==> config.mk <==
export PLATFORM = sky130hd
export DESIGN_NAME = cbd_prescale_ctr_flat
export DESIGN_NICKNAME = d
export VERILOG_FILES = /design/src/rtl/cbd_prescale_ctr_if.sv /design/src/rtl/cbd_prescale_ctr.sv /design/src/flat_wrapper.sv
export SDC_FILE = /design/constraint.sdc
export NUM_CORES = 1
export LEC_CHECK = 0
export CELL_PAD_IN_SITES_DETAIL_PLACEMENT = 2
export CELL_PAD_IN_SITES_GLOBAL_PLACEMENT = 2
export CORE_MARGIN = 2
export CORE_UTILIZATION = 25
export CTS_CLUSTER_SIZE = 16
export DETAILED_ROUTE_END_ITERATION = 10
export GPL_ROUTABILITY_DRIVEN = 1
export PLACE_DENSITY_LB_ADDON = 0.15
export SYNTH_ARGS = -nofsm -noshare
export SYNTH_HDL_FRONTEND = slang
export SYNTH_SLANG_ARGS = --single-unit
==> constraint.sdc <==
create_clock -name CLK -period 2.8 [get_ports CLK]
set_clock_uncertainty 0.15 [all_clocks]
set_input_delay 0.7 -clock CLK [delete_from_list [all_inputs] [get_ports CLK]]
set_output_delay 0.7 -clock CLK [all_outputs]
set_load 0.01 [all_outputs]
==> src/rtl/cbd_prescale_ctr_if.sv <==
// Control/status bundle of the CBD-family prescaler.
// EN, CAI, LD, D and ONESHOT flow from the controlling logic into the counter.
// Q, CAO and BUSY flow back out of it.
// The controller uses the master modport and the counter uses the slave modport.
interface cbd_prescale_ctr_if #(
  parameter int WIDTH = 8
);
  logic             EN;       // count enable
  logic             CAI;      // carry-in
  logic             LD;       // load/start strobe
  logic [WIDTH-1:0] D;        // reload value
  logic             ONESHOT;  // mode select, captured on LD
  logic [WIDTH-1:0] Q;        // current count
  logic             CAO;      // carry-out, combinational
  logic             BUSY;     // counter is running

  modport master (
    output EN, CAI, LD, D, ONESHOT,
    input  Q, CAO, BUSY
  );

  modport slave (
    input  EN, CAI, LD, D, ONESHOT,
    output Q, CAO, BUSY
  );
endinterface

==> src/rtl/cbd_prescale_ctr.sv <==
// Loadable, cascadable down-counter prescaler for the CBD slice chain.
// CAO feeds the CAI input of the first downstream 1-bit slice.
// In continuous mode it pulses once every (reload+1) qualified carry-in cycles.
// In one-shot mode it pulses once and then returns to idle.
// Ports:
//   CLK  rising-edge clock
//   CD   synchronous active-high reset
//   bus  slave side of cbd_prescale_ctr_if:
//          EN, CAI, LD, D, ONESHOT are inputs
//          Q, CAO, BUSY are outputs
module cbd_prescale_ctr #(
  parameter int WIDTH = 8
) (
  input logic                CLK,
  input logic                CD,
  cbd_prescale_ctr_if.slave  bus
);

  typedef enum logic {
    IDLE = 1'b0,
    RUN  = 1'b1
  } state_t;

  state_t           state;
  logic [WIDTH-1:0] q;
  logic [WIDTH-1:0] rld;
  logic             os;
  logic             tick;
  logic             running;

  // The next count after a qualified cycle.
  // A zero count wraps to the reload value.
  // The one-shot stop is handled by the state logic, not here.
  // The decrement therefore never underflows.
  function automatic logic [WIDTH-1:0] next_count(
    input logic [WIDTH-1:0] cur,
    input logic [WIDTH-1:0] reload
  );
    if (cur == '0) next_count = reload;
    else           next_count = cur - 1'b1;
  endfunction

  // Any encoding other than RUN is treated as IDLE.
  assign running = (state == RUN);

  // LD and CD both suppress the tick.
  // As a result, a load or reset never emits a carry in the same cycle.
  assign tick    = running && bus.EN && bus.CAI && !bus.LD && !CD;

  assign bus.CAO  = tick && (q == '0);
  assign bus.Q    = q;
  assign bus.BUSY = running;

  always_ff @(posedge CLK) begin
    if (CD) begin
      q     <= '0;
      rld   <= '0;
      os    <= 1'b0;
      state <= IDLE;
    end else if (bus.LD) begin
      q     <= bus.D;
      rld   <= bus.D;
      os    <= bus.ONESHOT;
      state <= RUN;
    end else begin
      case (state)
        RUN: begin
          if (tick) begin
            if (q == '0 && os) begin
              // One-shot terminal count: keep Q at zero and stop.
              state <= IDLE;
            end else begin
              q <= next_count(q, rld);
            end
          end
        end
        default: begin
          // IDLE holds the last count. Only LD leaves this state.
          state <= IDLE;
        end
      endcase
    end
  end

endmodule

==> src/flat_wrapper.sv <==
// flat-port wrapper written by rule: the top's interface ports become plain ports
module cbd_prescale_ctr_flat 
#(
  parameter int WIDTH = 8
)
  (CLK, CD, bus_EN, bus_CAI, bus_LD, bus_D, bus_ONESHOT, bus_Q, bus_CAO, bus_BUSY);
  cbd_prescale_ctr_if #(.WIDTH(WIDTH)) bus_i ();
  input logic CLK;
  input logic CD;
  input wire logic [$bits(bus_i.EN)-1:0] bus_EN;
  input wire logic [$bits(bus_i.CAI)-1:0] bus_CAI;
  input wire logic [$bits(bus_i.LD)-1:0] bus_LD;
  input wire logic [$bits(bus_i.D)-1:0] bus_D;
  input wire logic [$bits(bus_i.ONESHOT)-1:0] bus_ONESHOT;
  output wire logic [$bits(bus_i.Q)-1:0] bus_Q;
  output wire logic [$bits(bus_i.CAO)-1:0] bus_CAO;
  output wire logic [$bits(bus_i.BUSY)-1:0] bus_BUSY;
  assign bus_i.EN = bus_EN;
  assign bus_i.CAI = bus_CAI;
  assign bus_i.LD = bus_LD;
  assign bus_i.D = bus_D;
  assign bus_i.ONESHOT = bus_ONESHOT;
  assign bus_Q = bus_i.Q;
  assign bus_CAO = bus_i.CAO;
  assign bus_BUSY = bus_i.BUSY;
  cbd_prescale_ctr #(.WIDTH(WIDTH)) u_core (.CLK(CLK), .CD(CD), .bus(bus_i));
endmodule
; After elaboration in Yosys (flattened, before gate mapping)
; Cells that the tools add are included.
[op_classes]
reduce_logical = 12
n_shift = 0
mux = 9
bitwise_logic = 0
mul = 0
div = 0
eq_ne = 1
add_sub_neg = 1
order_cmp = 0
[op_table]
columns = cell, n
row1 = 8-bit 2-to-1 mux, 5
row2 = 8-bit zero test, 1
row3 = 8-bit by 1-bit subtractor with 8-bit output (second input constant), 1
row4 = 1-bit logical AND, 6
row5 = 1-bit 2-to-1 mux, 4
row6 = 2-bit nonzero test, 2
row7 = 3-bit AND reduction, 1
row8 = 1-bit zero test, 2
row9 = 2-bit inequality test (second input constant), 1
[totals]
rom_bits = 0
out_inout_bits = 10
memories = 0
ram_bits = 0
wordCells = 27
in_bits = 14
ff_bits = 18
latchBits = 0

; Longest topological paths before layout
[logic_depth]
word_depth = 7
mapped_depth = 7
depth_no_buf = 6

; Worst setup path before layout
; Ideal clock, no wire load.
[synth_path]
path_type = reg-to-output
startpoint = reg u_core.q[0], in the netlist u_core.bus.Q[0]
endpoint = out bus_CAO
arrival_ns = 1.313
path_slack_ns = 0.637
t_required_ns = 1.950
path_buffers = 0
stages_incl_launch_ff = 6
path_cell_list = dfxtp_1 > inv_1 > ha_1 > nor4b_1 > nand2_1 > nor2_1
[synth_between]
elab_chain_cells = 2
[synth_lines]
columns = element, line_no
row1 = start: declaration, cbd_prescale_ctr.sv:25  ; logic [WIDTH-1:0] q;
row2 = start signal: assignment, cbd_prescale_ctr.sv:61  ; q <= bus.D;
row3 = start signal: assignment, cbd_prescale_ctr.sv:73  ; q <= next_count(q, rld);
row4 = 8-bit zero test, cbd_prescale_ctr.sv:50  ; assign bus.CAO = tick && (q == '0);
row5 = 1-bit logical AND, cbd_prescale_ctr.sv:50
row6 = end: declaration, flat_wrapper.sv:16  ; output wire logic [$bits(bus_i.CAO)-1:0] bus_CAO;
; No other way between the ends.

; Worst setup path after layout
[layout_path]
startpoint = in bus_EN
endpoint = out bus_CAO
[layout_between]
elab_chain_cells = 5
[layout_lines]
columns = element, line_no
row1 = start: declaration, flat_wrapper.sv:10  ; input wire logic [$bits(bus_i.EN)-1:0] bus_EN;
row2 = 1-bit logical AND (4 in a row), cbd_prescale_ctr.sv:48  ; assign tick = running && bus.EN && bus.CAI && !bus.LD && !CD;
row3 = 1-bit logical AND, cbd_prescale_ctr.sv:50
; No other way between the ends.

==> results.sh <==
export IMPL_grt_max_degree=25
export IMPL_grt_pass1_vias=1185
export IMPL_dr_pass1_iters=4
export IMPL_cpPeakStageDelay_ps=480
export IMPL_final_setup_tns_ps=0
export IMPL_clock_path_buffers=2
export IMPL_holdWs_ps=361.2
export IMPL_drt_wl_total_mm=3.635
export IMPL_ys_warn_count=0
export IMPL_cp_data_required_time_ps=1950
export IMPL_grt_antenna_before_repair=0
export IMPL_synthAdderAreaFrac_pct=2.247
export IMPL_min_period_ps=2693
export IMPL_routed_wl_met3_um=142
export IMPL_worst_path_max_fanout=2
export IMPL_cts_tree="built"
export IMPL_nets=174
export IMPL_instances_no_fill=209
export IMPL_synth_seq_cells=18
export IMPL_syn_to_final_growth_pct=36.29
export IMPL_final_hold_viol_count=0
export IMPL_layout_commonest_cell="clkdlybuf4s50_1"
export IMPL_ant_nets=0
export IMPL_grt_ovfl_total=0
export IMPL_synth_compound_area_share_pct=28.43
export IMPL_tightest_slew_ps=394.5
export IMPL_crit_type="primary input to primary output"
export IMPL_synth_top_family_by_area="compound AO/OA/AOI/OAI gates"
export IMPL_drv_cap=0
export IMPL_period_share_pct=96.18
export IMPL_insertion_delay_ps=260
export IMPL_die_h_um=70.74
export IMPL_cp_slowest_cell="clkdlybuf4s50_1"
export IMPL_crit_path_start_kind="primary input"
export IMPL_num_rows=24
export IMPL_dr_max_layer_used="met4"
export IMPL_path_cells="clkdlybuf4s50_1, and4b_1, nand2_1, nor2_1, dlygate4sd2_1"
export IMPL_muxShareOfSynthArea_pct=9.101
export IMPL_worstPathArrival_ps=1840
export IMPL_relSlewSlack_pct=73.50
export IMPL_status="finished clean"
export IMPL_die_width_um=70.74
export IMPL_dpl_cell_count=205
export IMPL_leakage_nw=0.6045
export IMPL_cts_sinks=18
export IMPL_startpoint="bus_EN"
export IMPL_mappedNetlistArea_um2=1114
export IMPL_vias_per_cell=5.196
export IMPL_min_from="u_core.rld[4]"
export IMPL_h_tree_depth=1
export IMPL_wl_met1_mm=1.586
export IMPL_gp_congestion=0.8134
export IMPL_root_buffer="clkbuf_8"
export IMPL_die_area_um2=5004
export IMPL_netlist_instances=126
export IMPL_clkTransAtPathRegs_ps=80
export IMPL_grtUsageTotal_pct=15.41
export IMPL_dp_hpwl_mm=2.718
export IMPL_final_core_util_pct=35.10
export IMPL_antennaDiodeCount=0
export IMPL_syn_nets=142
export IMPL_vdd_drop_max_mv=0.2285
export IMPL_yosysUniqueCellTypes=43
export IMPL_fillers=504
export IMPL_yosys_area_share_simple_pct=17.53
export IMPL_cts_buffers=3
export IMPL_rsz0062_at_grt="no"
export IMPL_drtIter0Drc=34
export IMPL_max_freq_ghz=0.3713
export IMPL_wl_per_cell_um=17.39
export IMPL_vias=1086
export IMPL_worstHoldPathType="flop to flop"
export IMPL_boundaryPins=24
export IMPL_initial_core_util_pct=25.75
export IMPL_drive_gt1_share_pct=17.83
export IMPL_powerDensity_nw_per_um2=463.0
export IMPL_setup_violations=0
export IMPL_syn_avg_cell_area_um2=8.838
export IMPL_core_um2=4324
export IMPL_endpoint_kind="primary output"
export IMPL_dr_wl_met2_mm=1.864
export IMPL_ys_seq_area_share_pct=32.36
export IMPL_final_cell_mix="clkdlybuf4s50_1, dfxtp_1, nor2_1"
export IMPL_post_cts_buffers=0
export IMPL_synthXorXnorAreaFrac_pct=1.573
export IMPL_worst_r2r_startpoint="u_core.bus.Q[1]"
export IMPL_port_buffers=23
export IMPL_drv_slew=0
export IMPL_grt_pass1_wl_mm=6.044
export IMPL_drc=0
==> sequential cells by signal, summed over array words and instances (netlist names) <==
register,cells
u_core.bus.Q,8
u_core.rld,8
u_core.bus.BUSY,1
u_core.os,1
==> repair_timing <==
action / in CTS / in global routing
setup endpoints to repair: 1 / 0
hold buffers: 0 / 0
resized for setup: 2 / 0
==> worst max-delay path, delay by kind of cell <==
family	cells	cell delay [ps]
buffers and inverters	2	750
and+or+nand+nor	3	390
==> kinds of logic (layout without fill, tap and decap cells) <==
group / Yosys count / count (layout)
compound gates: 38 / 38
buf+inv: 21 / 52
flops: 18 / 18
mux: 10 / 10
simple gates: 35 / 35
fa+ha+maj: 2 / 2
xor+xnor: 2 / 2
==> power breakdown <==
group	internal (mW)	total (mW)	switching [mW]
logic	0.0952	0.195	0.100
registers	0.273	0.287	0.0141
clock network	0.125	0.220	0.0949
==> cell type report <==
cell class              instances  area [um2]  area share (%)
flip-flops and latches         18       360.3           23.74
inverters                      11       41.29           2.721
multi-input cells              87       661.9           43.61
clock buffers                   4       55.05           3.627
repair buffers                 37       334.1           22.01
well taps                      52       65.06           4.287
==> worst paths after layout <==
path	endpoint	slack, ps	cells past startpoint
max	bus_CAO	110	5
min	u_core.rld[4]	360	2
max reg2reg	u_core.bus.Q[1]	530	7
min reg2reg	u_core.rld[4]	360	2
==> layer usage <==
layer  track usage [%]  vias up
met3             4.131        4
met4             3.564        0
li1                  -      528
met2             27.00       20
met5                 0        -
met1             18.85      534
==> metrics by stage <==
| step | instance area, um2 | power (mW) | setup slack [ps] |
|---|---|---|---|
| 2_1_floorplan | 1114 | 0.4036 | 637.2 |
| 3_5_place_dp | 1458 | 0.4876 | -163.7 |
| 6_report | 1518 | 0.7028 | 107.0 |
| 4_1_cts | 1518 | 0.7132 | 101.4 |
| 3_3_place_gp | 1458 | 0.4803 | -152.3 |
| 5_1_grt | 1518 | 0.7451 | 50.58 |
==> Yosys cell counts (all sizes together) <==
cell type	count	area share, %
and4b	1	0.90
a21oi	7	3.1
or3b	1	0.79
nand4	1	0.56
a211o	1	0.79
xnor2	2	1.6
nor4	1	0.56
buf	7	4.0
nor3	2	0.90
mux2	1	1.0
o21ai	8	3.6
nand2	2	0.67
o31ai	2	1.3
a31oi	2	1.1
clkbuf	3	1.0
a221oi	9	10
nand2b	1	0.56
a2111o	1	1.0
o221ai	1	0.79
nor2	16	5.4
or4	1	0.67
nor4b	1	0.79
a211oi	1	0.67
mux2i	9	8.1
o211a	1	0.90
o21bai	1	0.67
inv	11	3.7
nand4b	1	0.79
nor3b	1	0.67
or4b	2	2.1
nor2b	2	1.1
nand3	1	0.45
or3	1	0.56
dfxtp	18	32
ha	2	2.2
o211ai	4	3.9
Power figures use the tool's default switching activity.
==> RTL change 1, RTL diff (same flow settings) <==
`WIDTH` is set to 8 in 3 places; all go to 12.
--- a/src/rtl/cbd_prescale_ctr_if.sv
+++ b/src/rtl/cbd_prescale_ctr_if.sv
@@ -3,7 +3,7 @@
 // Q, CAO and BUSY flow back out of it.
 // The controller uses the master modport and the counter uses the slave modport.
 interface cbd_prescale_ctr_if #(
-  parameter int WIDTH = 8
+  parameter int WIDTH = 12
 );
   logic             EN;       // count enable
   logic             CAI;      // carry-in
--- a/src/rtl/cbd_prescale_ctr.sv
+++ b/src/rtl/cbd_prescale_ctr.sv
@@ -9,7 +9,7 @@
 //          EN, CAI, LD, D, ONESHOT are inputs
 //          Q, CAO, BUSY are outputs
 module cbd_prescale_ctr #(
-  parameter int WIDTH = 8
+  parameter int WIDTH = 12
 ) (
   input logic                CLK,
   input logic                CD,
--- a/src/flat_wrapper.sv
+++ b/src/flat_wrapper.sv
@@ -1,7 +1,7 @@
 // flat-port wrapper written by rule: the top's interface ports become plain ports
 module cbd_prescale_ctr_flat 
 #(
-  parameter int WIDTH = 8
+  parameter int WIDTH = 12
 )
   (CLK, CD, bus_EN, bus_CAI, bus_LD, bus_D, bus_ONESHOT, bus_Q, bus_CAO, bus_BUSY);
   cbd_prescale_ctr_if #(.WIDTH(WIDTH)) bus_i ();
Ports: changed (resized bus_D and bus_Q); port bits go from 24 to 32. The function was not compared with the original's and may differ.
==> RTL change 1 against the original RTL <==
Total power increased by 45%. Largest cell class unchanged. Worst setup slack improved by 0.046 ns. Cell area increased by 32%. Non-clock buffer count increased by 19. Sequential power increased by 44%. Sequential cell count increased by 8. Wire length increased by 41%. Global-route usage increased by 1.9 points. Synthesized area increased by 30%. Sequential share of layout area increased by 2.2 points. Critical path type is now flip-flop to output pin.
==> RTL change 1: results (changes against the original RTL) <==
Slew HR=0.450 (was 0.735); asr flop ratio synth=0 (unchanged); first-pass GRT wire length=8540 um (was 6040 um); largest net degree at the start of global routing=27 (was 25); layout cell share with drive strength beyond 1=0.174 (was 0.178); Crit. Startpoint=u_core.bus.Q[1]$_SDFFE_PP0P_ (was bus_EN); post-synthesis sequential area ratio=0.358 (was 0.324); data arrival time of the worst path=1.80 ns (was 1.84 ns); CP peak stage delay=0.50 ns (was 0.48 ns); initial antenna violation count=0 (unchanged); Post-Synth Adder-Cell Area=0.0172 (was 0.0225); TritonRoute pass-1 iters=4 (unchanged); htree depth=1 (unchanged); Post-synth top cells=26 x dfxtp_1, 26 x nor2_1, 17 x a21oi_1 (was 18 x dfxtp_1, 16 x nor2_1, 10 x inv_1); Max clock buf depth=2 (unchanged); HPWL Detailed=3730 um (was 2720 um); internal power=679 uW (was 494 uW); Critical Path Fanout Max=2 (unchanged); GRT Total Usage=0.173 (was 0.154); leak pwr=0.000794 uW (was 0.000605 uW); TNS Setup=0 ns (unchanged); Antenna diodes=0 (unchanged); CP max stage cell=or4b_4 (was clkdlybuf4s50_1); Worst IR Drop VDD=207 uV (was 228 uV); CTS Buf Count=3 (unchanged); gpl congestion=0.841 (was 0.813); clk slew on worst S/H paths=0.09 ns; Hold Crit Start=u_core.rld[2]$_SDFFE_PP0P_ (was u_core.rld[4]$_SDFFE_PP0P_); synth top area cells=dfxtp_1 36%, nor2_1 6.7%, a21oi_1 5.9%, mux2i_1 5.5%, a311oi_1 4.8% (was dfxtp_1 32%, mux2i_1 8.1%, a221oi_2 8.1%, nor2_1 5.4%, inv_1 3.4%); r2r worst-path depth=7 (unchanged); fillcell total=635 (was 504); post-synth cell types=40 (was 43); wire per inst=17.7 um (was 17.4 um); area share of the largest cell type after synthesis=0.358 (was 0.324); status=finished clean (unchanged); post-synthesis compound-gate area fraction=0.248 (was 0.284); Ys Warns=0 (unchanged); synthesized-area fraction occupied by xor and xnor cells=0.0241 (was 0.0157); vias per cell=5.20 (about the same); CTS Root Cell=clkbuf_8 (unchanged); hold path depth=2 (unchanged); Mapped Nets=194 (was 142); hold crit path type=flip-flop to flip-flop (unchanged); post-synthesis mux area share=0.0551 (was 0.0910); # nets final=240 (was 174); number of global-route vias before repair=1,741 (was 1,185); DR iter-0 viols=35 (was 34); count of input and output buffers=31 (was 23); clk_lat worst skew=0.28 ns (was 0.26 ns)
[RTL change 1: changes by cell type after synthesis, sizes merged, moves of 5 or more]
cell and change:
nand2b +10, a221oi -9, a311oi +8, nand2 +5
clkbuf +8, inv -8, dfxtp +8, nor2 +10
a21oi +10
[RTL change 1: worst max-delay path: cells and delay by family, from the launching register on]
kind	cells	cell delay, ns
fa+ha+maj	1	0.16
simple gates	4	0.83
buf+inv	2	0.22
flops	1	0.32
[RTL change 1: kinds of logic (layout without fill, tap and decap cells)]
group,after synthesis,in the layout
AOI/OAI and AO/OA,52,52
xor gates and xnor gates,4,4
adders and majority gates,2,2
buffers and inverters,18,62
DFF,26,26
muxes,8,8
and+or+nand+nor,64,64
[RTL change 1: final timing paths]
path / to / slack, ns
setup / recovery: bus_CAO / 0.15
hold / removal: u_core.rld[2]$_SDFFE_PP0P_ / 0.33
setup reg to reg: u_core.bus.Q[1]$_SDFFE_PP0P_ / 0.22
hold reg to reg: u_core.rld[2]$_SDFFE_PP0P_ / 0.33
[RTL change 1: cell type report]
| class | instances | share of cell area |
|---|---|---|
| timing repair buffer | 56 | 0.245 |
| multi-input combinational | 130 | 0.424 |
| clock buffer | 3 | 0.0206 |
| sequential | 26 | 0.259 |
| tap | 72 | 0.0449 |
| inverter | 3 | 0.00561 |
[RTL change 1: timing repair]
action	in CTS	in global routing
cloned	0	0
resized for setup	4	1
pin swaps	1	0
setup buffers	0	0
setup endpoints to repair	1	1
[RTL change 1: through the flow]
step / instances / power, uW / cell area (sq um) / setup WS, ns / util
floorplan: 174 / 634 / 1450 / 0.127 / -
global placement: 287 / 779 / 1960 / -0.118 / 0.352
detailed placement: 287 / 796 / 1960 / -0.144 / 0.352
CTS: 290 / 1030 / 2010 / 0.0125 / 0.361
global route: 290 / 1090 / 2010 / 0.00502 / 0.360
finish: 290 / 1020 / 2010 / 0.153 / 0.360
[RTL change 1: power groups by stage]
| stage | Clock, uW | Combinational, uW | Sequential, uW |
|---|---|---|---|
| 3_5_place_dp | 0 | 374 | 423 |
| 6_report | 223 | 379 | 414 |
| 4_1_cts | 238 | 383 | 414 |
| 5_1_grt | 252 | 417 | 418 |
| 3_3_place_gp | 0 | 359 | 420 |
| 2_1_floorplan | 0 | 195 | 439 |
[RTL change 1: metal layers]
metal / vias up / share of wire / global-route usage
li1: 723 / - / -
met1: 752 / 0.44 / 0.206
met2: 25 / 0.53 / 0.320
met3: 7 / 0.022 / 0.0236
met4: 0 / 0.013 / 0.0525
met5: - / 0 / 0
==> RTL change 2, RTL diff (same flow settings) <==
Made on the original files. Add an input register stage for `CD`, without a reset; this delays it by one clock. The other inputs are not delayed to match.
--- a/src/rtl/cbd_prescale_ctr.sv
+++ b/src/rtl/cbd_prescale_ctr.sv
@@ -20,6 +20,12 @@
     IDLE = 1'b0,
     RUN  = 1'b1
   } state_t;
+
+  logic CD_q;
+
+  always_ff @(posedge CLK) begin
+    CD_q <= CD;
+  end
 
   state_t           state;
   logic [WIDTH-1:0] q;
@@ -45,14 +51,14 @@
 
   // LD and CD both suppress the tick.
   // As a result, a load or reset never emits a carry in the same cycle.
-  assign tick    = running && bus.EN && bus.CAI && !bus.LD && !CD;
+  assign tick    = running && bus.EN && bus.CAI && !bus.LD && !CD_q;
 
   assign bus.CAO  = tick && (q == '0);
   assign bus.Q    = q;
   assign bus.BUSY = running;
 
   always_ff @(posedge CLK) begin
-    if (CD) begin
+    if (CD_q) begin
       q     <= '0;
       rld   <= '0;
       os    <= 1'b0;
Behaviour: not the same (Yosys sat finds a counterexample within 4 cycles, from zero or initial values).
==> RTL change 2 against the original RTL <==
Sequential power is 6% higher. Synthesized area increased by 1.8%. Sequential cell count up 1. Wire length shrank 1.2%. Critical path type unchanged. Worst setup slack got worse by 0.00067 ns. Clock power shrank 9.5%. Cell area down 0.33%. Total power is 1.6% lower. Cell count shrank 0.48%. Combinational power shrank 4%.
==> RTL change 2: results (changes against the original RTL) <==
synth top area cells=dfxtp_1 34%, mux2i_1 7.9%, a221oi_2 7.9%, nor2_1 5.3%, inv_1 3.3% (was dfxtp_1 32%, mux2i_1 8.1%, a221oi_2 8.1%, nor2_1 5.4%, inv_1 3.4%); post-synthesis mux area share=0.0894 (was 0.0910); vias=1,094 (was 1,086); Register Area=380 sq um (was 360 sq um); # nets final=173 (was 174); GRT Total Usage=0.150 (was 0.154); R2R setup slack=0.59 ns (was 0.53 ns); Non-Filler Instances=208 (was 209); Worst IR Drop VDD=170 uV (was 228 uV); CP peak stage delay=0.48 ns (about the same); hold path depth=2 (unchanged); Gate Count Post-Synth=127 (was 126); post-synthesis compound-gate area fraction=0.279 (was 0.284); transition time of the tightest slew-check pin=0.419 ns (was 0.394 ns); placed insts=204 (was 205); DR iter-0 viols=31 (was 34); leak pwr=0.000597 uW (was 0.000605 uW); post-synthesis sequential area ratio=0.336 (was 0.324); HPWL Detailed=2740 um (was 2720 um); Yosys reg bits=19 (was 18); gpl congestion=0.871 (was 0.813); CP top delay family=buffers and inverters (unchanged); first-pass GRT wire length=5980 um (was 6040 um); Mapped Nets=143 (was 142); Signal buf overhead=0.211 (was 0.220); fraction of area in multi-input gates=0.438 (was 0.436); worst hold endpoint=u_core.rld[5]$_SDFFE_PP0P_ (was u_core.rld[4]$_SDFFE_PP0P_); pwr dens=457 nW/um^2 (was 463 nW/um^2); fillcell total=489 (was 504); status=finished clean (unchanged); Post-synth top cells=19 x dfxtp_1, 16 x nor2_1, 10 x inv_1 (was 18 x dfxtp_1, 16 x nor2_1, 10 x inv_1); synthesized-area fraction occupied by xor and xnor cells=0.0155 (was 0.0157); cell taking the most area after synthesis=dfxtp_1 (unchanged); Max clock buf depth=2 (unchanged); FF-to-FF End=u_core.bus.Q[4]$_SDFFE_PP0P_ (was u_core.bus.Q[1]$_SDFFE_PP0P_); TNS Setup=0 ns (unchanged); number of global-route vias before repair=1,186 (was 1,185); r2r worst-path depth=6 (was 7); layout cell share with drive strength beyond 1=0.160 (was 0.178); Routed WL=3590 um (was 3640 um); placed cell area=1460 sq um (about the same); Hold Crit Start=u_core.rld[5]$_SDFFE_PP0P_ (was u_core.rld[4]$_SDFFE_PP0P_); Clock-cell share=0.0298 (was 0.0363)
RTL change 2: changes by cell type in the layout (fill, tap and decap cells not counted), sizes merged:
cell | unedited run | this run
buf | 14 | 12
dfxtp | 18 | 19
RTL change 2: power by group:
part           leakage [uW]  switching, uW  total [uW]  internal [uW]
Clock             0.0000228           97.7         199            101
Sequential         0.000158           16.9         305            288
Combinational      0.000416           94.7         187           92.4
Total              0.000597            209         691            482
RTL change 2: metrics by stage:
step / total power (uW) / setup slack, ns / hold slack [ns]
floorplan: 420 / 0.637 / 0.302
global placement: 491 / -0.138 / 0.333
detailed placement: 500 / -0.181 / 0.351
CTS: 705 / 0.0876 / 0.369
global route: 739 / 0.0181 / 0.396
finish: 691 / 0.106 / 0.357
RTL change 2: repair_timing:
action | in CTS | in global routing
hold endpoints to repair | 0 | 0
setup endpoints to repair | 1 | 0
resized for setup | 2 | 0
RTL change 2: metal layers:
metal	wire length, um	global-route usage
met1	1700	0.197
met2	1770	0.259
met3	80	0.0211
met4	36	0.0377
met5	0	0
